==> config.mk <==
export PLATFORM = sky130hd
export DESIGN_NAME = operand_pair_sequencer_flat
export DESIGN_NICKNAME = d
export VERILOG_FILES = /design/src/rtl/operand_pair_sequencer_if.sv /design/src/rtl/operand_pair_sequencer.sv /design/src/flat_wrapper.sv
export SDC_FILE = /design/constraint.sdc
export NUM_CORES = 1
export LEC_CHECK = 0
export ABC_AREA = 1
export CAP_MARGIN = 15
export CORE_MARGIN = 2
export CORE_UTILIZATION = 25
export CTS_BUF_LIST = sky130_fd_sc_hd__clkbuf_16
export CTS_CLUSTER_SIZE = 40
export DETAILED_ROUTE_END_ITERATION = 7
export GPL_TIMING_DRIVEN = 0
export SYNTH_ARGS = -nofsm -noshare
export SYNTH_HDL_FRONTEND = slang
export SYNTH_SLANG_ARGS = --single-unit
==> constraint.sdc <==
create_clock -name clk -period 2.95 [get_ports clk]
set_input_delay 0.59 -clock clk [delete_from_list [all_inputs] [get_ports clk]]
set_output_delay 0.59 -clock clk [all_outputs]
set_load 0.02 [all_outputs]
==> src/rtl/operand_pair_sequencer_if.sv <==
// Handshake and operand bus between the pair feeder, its upstream source and the logical-operator block.
interface operand_pair_sequencer_if #(
  parameter int WIDTH = 4,
  parameter int DEPTH = 4
);
  logic                   in_valid;
  logic                   in_ready;
  logic [WIDTH-1:0]       in_a;
  logic [WIDTH-1:0]       in_b;
  logic [WIDTH-1:0]       a_out;
  logic [WIDTH-1:0]       b_out;
  logic                   pair_valid;
  logic                   sample_stb;
  logic [$clog2(DEPTH):0] level;
  logic                   busy;

  modport master (
    output in_valid, in_a, in_b,
    input  in_ready, a_out, b_out, pair_valid, sample_stb, level, busy
  );

  modport slave (
    input  in_valid, in_a, in_b,
    output in_ready, a_out, b_out, pair_valid, sample_stb, level, busy
  );
endinterface

==> src/rtl/operand_pair_sequencer.sv <==
// Buffers operand pairs and presents each one for HOLD_CYCLES cycles; a pair pushed into an idle, empty unit appears one edge later.
// Upstream is stalled by in_ready, which follows the registered full flag, so a same-cycle pop does not reopen the FIFO.
module operand_pair_sequencer #(
  parameter int WIDTH       = 4,
  parameter int DEPTH       = 4,
  parameter int HOLD_CYCLES = 5
) (
  input logic                    clk,
  input logic                    rst,
  operand_pair_sequencer_if.slave bus
);
  localparam int PW = $clog2(DEPTH);
  localparam int LW = PW + 1;
  localparam int CW = (HOLD_CYCLES > 1) ? $clog2(HOLD_CYCLES) : 1;

  localparam logic [0:0]    IDLE       = 1'b0;
  localparam logic [0:0]    HOLD       = 1'b1;
  localparam logic [CW-1:0] CNT_RELOAD = CW'(HOLD_CYCLES - 1);
  localparam logic [LW-1:0] LEVEL_FULL = LW'(DEPTH);

  logic [WIDTH-1:0] mem_a [DEPTH];
  logic [WIDTH-1:0] mem_b [DEPTH];
  logic [PW-1:0]    wr_ptr;
  logic [PW-1:0]    rd_ptr;
  logic [LW-1:0]    level_q;
  logic [0:0]       state;
  logic [CW-1:0]    cnt;
  logic [WIDTH-1:0] a_q;
  logic [WIDTH-1:0] b_q;

  logic full;
  logic empty;
  logic push;
  logic pop;
  logic hold_done;

  assign full      = (level_q == LEVEL_FULL);
  assign empty     = (level_q == '0);
  assign hold_done = (state == HOLD) && (cnt == '0);
  assign push      = bus.in_valid && bus.in_ready;
  // Loading the next pair on the last hold cycle gives gap-free streaming.
  assign pop       = !empty && ((state == IDLE) || hold_done);

  assign bus.in_ready   = !full && !rst;
  assign bus.a_out      = a_q;
  assign bus.b_out      = b_q;
  assign bus.pair_valid = (state == HOLD);
  assign bus.sample_stb = hold_done && !rst;
  assign bus.level      = level_q;
  assign bus.busy       = (state == HOLD) || !empty;

  // Storage needs no reset; push is already blocked while rst is high.
  always_ff @(posedge clk) begin
    if (push) begin
      mem_a[wr_ptr] <= bus.in_a;
      mem_b[wr_ptr] <= bus.in_b;
    end
  end

  always_ff @(posedge clk) begin
    if (rst) begin
      wr_ptr  <= '0;
      rd_ptr  <= '0;
      level_q <= '0;
      state   <= IDLE;
      cnt     <= '0;
      a_q     <= '0;
      b_q     <= '0;
    end else begin
      if (push) begin
        wr_ptr <= wr_ptr + 1'b1;
      end

      if (pop) begin
        a_q    <= mem_a[rd_ptr];
        b_q    <= mem_b[rd_ptr];
        rd_ptr <= rd_ptr + 1'b1;
        cnt    <= CNT_RELOAD;
        state  <= HOLD;
      end else if (hold_done) begin
        state <= IDLE;
      end else if (state == HOLD) begin
        cnt <= cnt - 1'b1;
      end

      if (push && !pop) begin
        level_q <= level_q + 1'b1;
      end else if (pop && !push) begin
        level_q <= level_q - 1'b1;
      end
    end
  end
endmodule

==> src/flat_wrapper.sv <==
// flat-port wrapper written by rule: the top's interface ports become plain ports
module operand_pair_sequencer_flat 
#(
  parameter int WIDTH       = 4,
  parameter int DEPTH       = 4,
  parameter int HOLD_CYCLES = 5
)
  (clk, rst, bus_in_valid, bus_in_a, bus_in_b, bus_in_ready, bus_a_out, bus_b_out, bus_pair_valid, bus_sample_stb, bus_level, bus_busy);
  operand_pair_sequencer_if #(.WIDTH(WIDTH), .DEPTH(DEPTH)) bus_i ();
  input logic clk;
  input logic rst;
  input wire logic [$bits(bus_i.in_valid)-1:0] bus_in_valid;
  input wire logic [$bits(bus_i.in_a)-1:0] bus_in_a;
  input wire logic [$bits(bus_i.in_b)-1:0] bus_in_b;
  output wire logic [$bits(bus_i.in_ready)-1:0] bus_in_ready;
  output wire logic [$bits(bus_i.a_out)-1:0] bus_a_out;
  output wire logic [$bits(bus_i.b_out)-1:0] bus_b_out;
  output wire logic [$bits(bus_i.pair_valid)-1:0] bus_pair_valid;
  output wire logic [$bits(bus_i.sample_stb)-1:0] bus_sample_stb;
  output wire logic [$bits(bus_i.level)-1:0] bus_level;
  output wire logic [$bits(bus_i.busy)-1:0] bus_busy;
  assign bus_i.in_valid = bus_in_valid;
  assign bus_i.in_a = bus_in_a;
  assign bus_i.in_b = bus_in_b;
  assign bus_in_ready = bus_i.in_ready;
  assign bus_a_out = bus_i.a_out;
  assign bus_b_out = bus_i.b_out;
  assign bus_pair_valid = bus_i.pair_valid;
  assign bus_sample_stb = bus_i.sample_stb;
  assign bus_level = bus_i.level;
  assign bus_busy = bus_i.busy;
  operand_pair_sequencer #(.WIDTH(WIDTH), .DEPTH(DEPTH), .HOLD_CYCLES(HOLD_CYCLES)) u_core (.clk(clk), .rst(rst), .bus(bus_i));
endmodule
=== Word-level counts from Yosys, hierarchy flattened ===
Memories as Yosys holds them, arrays and structs flattened. A register that Yosys moved wholly into a read port is not among the register bits.
Cells that the tools add are included.

* Flip-flop bits (word level): 11
* Memories kept: 2
* Output and inout bits: 15
* Memory bits (writable): 32
* Bits of input ports: 11
* Logic and storage cells: 48

{| class="wikitable"
|+ Memories
! name !! words !! bits a word !! read ports !! clocked after memory_dff !! wr ports !! RTL line !! RTL
|-
| u_core.mem_a || 4 || 4 || 1 || 1 || 1 || operand_pair_sequencer.sv:21 || <nowiki>logic [WIDTH-1:0] mem_a [DEPTH];</nowiki>
|-
| u_core.mem_b || 4 || 4 || 1 || 1 || 1 || operand_pair_sequencer.sv:22 || <nowiki>logic [WIDTH-1:0] mem_b [DEPTH];</nowiki>
|}

* Add/subtract/negate cells: 5
* Mux-type cells: 9
* Reduce and logical (&&, ||, !) cells: 22
* Bitwise operators: 2
* Equal/unequal tests: 2

{| class="wikitable"
|+ Operators with widths
! operator !! number
|-
| 3-bit 2-to-1 mux || 5
|-
| 1-bit logical AND || 7
|-
| 3-bit zero test || 2
|-
| 2-bit nonzero test || 3
|-
| 3-bit by 1-bit subtractor with 3-bit output, second input constant || 2
|-
| 1-bit zero test || 5
|-
| 2-bit by 1-bit adder with 2-bit output, second input constant || 2
|-
| 1-bit 2-to-1 mux || 4
|-
| 2-bit AND reduction || 2
|-
| 3-bit by 1-bit adder with 3-bit output, second input constant || 1
|-
| 3-bit == test, second input constant || 1
|-
| 1-bit logical OR || 2
|-
| 2-bit by 1-bit != test with 1-bit output, second input constant || 1
|-
| 1-bit inverter || 2
|-
| 2-bit OR reduction || 1
|}

=== Depth between registers and ports, before layout ===
* Depth after elaboration: 8
* Mapped depth: 16
* Mapped depth without buffers: 15

=== Worst setup path after synthesis ===
Ideal clock, no wire load.

* Path type: register to register
* Start point: register u_core.cnt[0]
* End point: register u_core.level_q[2], in the netlist u_core.bus.level[2]
* Data required time: 2.837 ns
* Setup slack: 0.861 ns
* Period minus slack after synthesis: 2.089 ns
* Buffers on the path: 1
* Data arrival time: 1.977 ns
* Library setup time: 0.113 ns
* Stages on the path, launching flop included: 17
* Path through: dfxtp_1 -> inv_1 -> ha_1 -> ha_1 -> inv_2 -> nand2_2 -> nand2_4 -> buf_6 -> ha_1 -> inv_1 -> fa_1 -> inv_1 -> nand2_1 -> nand3_1 -> nand2_1 -> nand2_1 -> nor2_1

* Word-level cells in the longest chain between the ends: 7
* Elaborated cells between the ends (all ways): 9
* Those cells by class: mux: 1; reduce/logical: 8

{| class="wikitable"
|+ RTL lines
! what !! RTL line !! RTL
|-
| from (decl) || operand_pair_sequencer.sv:27 || <nowiki>logic [CW-1:0] cnt;</nowiki>
|-
| from (signal assigned) || operand_pair_sequencer.sv:83 || <nowiki>cnt <= cnt - 1'b1;</nowiki>
|-
| 3-bit zero test * || operand_pair_sequencer.sv:39 || <nowiki>assign hold_done = (state == HOLD) && (cnt == '0);</nowiki>
|-
| 1-bit logical AND * || operand_pair_sequencer.sv:39 ||
|-
| 1-bit logical OR * || operand_pair_sequencer.sv:42 || <nowiki>assign pop = !empty && ((state == IDLE) || hold_done);</nowiki>
|-
| 1-bit logical AND * || operand_pair_sequencer.sv:42 ||
|-
| 1-bit zero test || operand_pair_sequencer.sv:86 || <nowiki>if (push && !pop) begin</nowiki>
|-
| 1-bit logical AND || operand_pair_sequencer.sv:86 ||
|-
| 3-bit 2-to-1 mux / 2-bit nonzero test (equally long branches) || n/a ||
|-
| to (signal assigned) || operand_pair_sequencer.sv:87 || <nowiki>level_q <= level_q + 1'b1;</nowiki>
|-
| to (signal assigned) || operand_pair_sequencer.sv:89 || <nowiki>level_q <= level_q - 1'b1;</nowiki>
|-
| to (decl) || operand_pair_sequencer.sv:25 || <nowiki>logic [LW-1:0] level_q;</nowiki>
|}

Mark *: on every way between the ends. The rest lies on a longest branch, timed or not.
A chain may end at the register's enable or synchronous reset.

=== Worst setup path in the final report ===
* Start point: input port rst
* End point: output port bus_sample_stb

* Word-level cells in the longest chain between the ends: 2

{| class="wikitable"
|+ RTL lines
! what !! RTL line !! RTL
|-
| from (decl) || flat_wrapper.sv:11 || <nowiki>input logic rst;</nowiki>
|-
| 1-bit zero test || operand_pair_sequencer.sv:48 || <nowiki>assign bus.sample_stb = hold_done && !rst;</nowiki>
|-
| 1-bit logical AND || operand_pair_sequencer.sv:48 ||
|-
| to (decl) || flat_wrapper.sv:19 || <nowiki>output wire logic [$bits(bus_i.sample_stb)-1:0] bus_sample_stb;</nowiki>
|}

Every way passes these cells.

==> impl_metrics.yaml <==
layout:
  fin_nets: 320
  drive_above_1_share: 0.126
  num_antenna_cells: 0
  fill_cells: 973
  area_growth_pct: 24.1
clock_network:
  clk-insertion-delay-late_ps: 290
  cts_buffers: 5
  clkSinkCount: 51
  ctsResizeCount: 0
  clock_tree.buffer_depth: 2
  cts.root.buffer_cell: "clkbuf_16"
  path_clk_slew_ps: 70
  cts_hold_buf: 0
  postCtsSetupBuffers: 0
  cts_htree_levels: 2
  cts_tree: "built"
run_status:
  status: "finished, final reports clean"
synth:
  yosys.area.top_type: "edfxtp_1"
  synthesis.area_um2: 2410
  yosys-top-cells-count: "67 x nand2_1, 56 x inv_1, 32 x edfxtp_1"
  synth_area_leaders: "edfxtp_1 40%, dfxtp_1 16%, nand2_1 10%, inv_1 8.7%, nor2_1 4.2%"
  synthArstFlopShare: 0
  yosysSeqAreaShare: 0.557
  synth_most_common_cell: "nand2_1"
  synth_cell_types: 27
  syn_inst: 269
  syn-num-nets: 288
  syn_area_per_cell_um2: 8.95
  synth_edf_count: 32
  synth-seq-cells: 51
  yosys.area.top_type_share: 0.399
  ys.warnings.count: 0
  synthFlopType: "edfxtp_1"
floorplan:
  dieHeight_um: 102
  die_area_um2: 10400
  die_width_um: 102
  io_pins: 26
  initial_core_util: 0.259
  coreArea_um2: 9280
  rows: 35
global_routing:
  grt_max_degree: 17
  gr-total-overflow: 0
  antenna_found_initial: 0
  grt_pass1_wl_um: 7640
  grt_usage: 0.0978
  grt_pass1_vias: 1553
detailed_routing:
  finalWirelength_um: 4660
  initialDrtViolationCount: 66
  wl_per_cell_um: 10.8
  vias_per_cell: 3.79
  antenna_left: 0
  first_pass_iters: 4
  drcViolationCount: 0
  via_count: 1632
setup_path:
  crit_fanout: 6
  critPathMaxStageDelay_ps: 630
  crit_required_ps: 2360
  cp_cell_sequence: "clkdlybuf4s50_1 > nor3_1 > clkdlybuf4s50_1"
  reg2reg_depth: 16
  critical_path.slowest_cell: "clkdlybuf4s50_1"
  crit_type: "in -> out"
  reg2reg_setup_slack_ps: 650
  crit_path_start_kind: "input port"
  worstReg2RegStart: "u_core.cnt[0]$_SDFFE_PP0P_"
  cpMostUsedCell: "clkdlybuf4s50_1"
  arrival_ps: 2010
  timing.rr.end: "u_core.bus.level[2]$_SDFFE_PP0P_"
  crit_path_end_kind: "primary output"
pwr:
  p_leak_nw: 1.32
  powerDensity_nw_per_um2: 935
  peakVddDrop_mv: 0.344
hold_path:
  min_path_cells: 2
  min_path_type: "reg -> reg"
  worstHoldStart: "u_core.cnt[1]$_SDFFE_PP0P_"
  min_to: "u_core.cnt[1]$_SDFFE_PP0P_"
timing:
  drv_slew: 0
  holdWs_ps: 470
  period_needed_ps: 2600
  tns_ps: 0
  fin_crit_sh: 0.883
  fin_skew_ps: 5.53
  hold_viol: 0
  slew_headroom: 0.434
  rsz0062_at_grt: "false"
  setup_viol: 0
  worst_pin_slew_ps: 845
  timing.fmax_ghz: 0.384
job:
  maxCapViolations: 0
place:
  gp_congestion: 0.686
  dp_hpwl_um: 3180
  numPortBuffers: 25
[logic make-up after synthesis]
logic type / count (synthesis) / synth area share
compound gates: 8 / 0.0218
flops: 51 / 0.557
buf+inv: 69 / 0.131
simple gates: 132 / 0.242
xor+xnor: 1 / 0.00364
fa+ha+maj: 8 / 0.0447
[how the worst max path moves through the flow]
stage | from | endpoint | slack, ps | depth (start not counted)
6_report | rst | bus_sample_stb | 350 | 3
5_1_grt | rst | bus_sample_stb | 290 | 3
4_1_cts | rst | bus_sample_stb | 320 | 3
3_5_place_dp | rst | u_core.mem_a[0][2]$_DFFE_PP_ | 200 | 4
3_3_place_gp | rst | u_core.bus.level[2]$_SDFFE_PP0P_ | 270 | 13
2_1_floorplan | u_core.cnt[0]$_SDFFE_PP0P_ | u_core.bus.level[2]$_SDFFE_PP0P_ | 860 | 16
[cells in the final DEF (no fill, tap or decap), drive strengths merged]
cell type	netlist	routed
clkinv	1	1
bufinv	0	1
nand2	80	80
a21oi	5	5
a31oi	1	1
o21ai	2	2
edfxtp	32	32
nand4	1	1
buf	7	7
fa	1	1
ha	7	7
inv	61	63
nor3	1	1
nor2	28	28
xor2	1	1
clkbuf	0	5
clkdlybuf4s50	0	25
nand3	21	21
or2	1	1
dfxtp	19	19
[stage by stage]
| step | instances | power [mW] | utilization | cell area [µm²] | setup WS, ps |
|---|---|---|---|---|---|
| finish | 431 | 2.79 | 0.322 | 2990 | 346 |
| global route | 431 | 3.00 | 0.322 | 2990 | 290 |
| CTS | 431 | 2.83 | 0.322 | 2990 | 323 |
| detailed placement | 423 | 2.17 | 0.304 | 2820 | 197 |
| global placement | 423 | 2.14 | 0.304 | 2820 | 271 |
| floorplan | 269 | 1.80 | - | 2410 | 861 |
[cell type report]
cell class,instances,area (µm²),share of cell area
timing repair buffer,25,250,0.0838
clock buffer,5,125,0.0419
buffer,7,75.1,0.0251
tap,129,161,0.0540
inverter,62,240,0.0804
sequential,51,1340,0.449
multi-input combinational,149,752,0.252
clock inverter,3,42.5,0.0142
[critical path, delay by kind of cell]
| kind | cells | cell delay, ps |
|---|---|---|
| buffers and inverters | 2 | 1190 |
| and+or+nand+nor | 1 | 240 |
[sequential cells by signal, indices dropped and copies added (netlist names)]
signal	count
u_core.mem_a	16
u_core.mem_b	16
u_core.bus.a_out	4
u_core.bus.b_out	4
u_core.bus.level	3
u_core.cnt	3
u_core.rd_ptr	2
u_core.wr_ptr	2
u_core.bus.pair_valid	1
[where the power goes]
part / switching [mW] / internal [mW]
Clock: 0.251 / 0.400
Sequential: 0.0703 / 0.872
Combinational: 0.708 / 0.492
Total: 1.03 / 1.76
[per-layer routing]
layer  global-route usage  up-vias  share of wire  wire (µm)
met5                    0        -              0          0
met4               0.0338        0          0.014         64
met3               0.0274        7          0.051        239
met2                0.166       32           0.48       2220
met1                0.120      715           0.46       2140
li1                     -      878              -          -
Note: power is estimated with default switching activity, not from simulation.
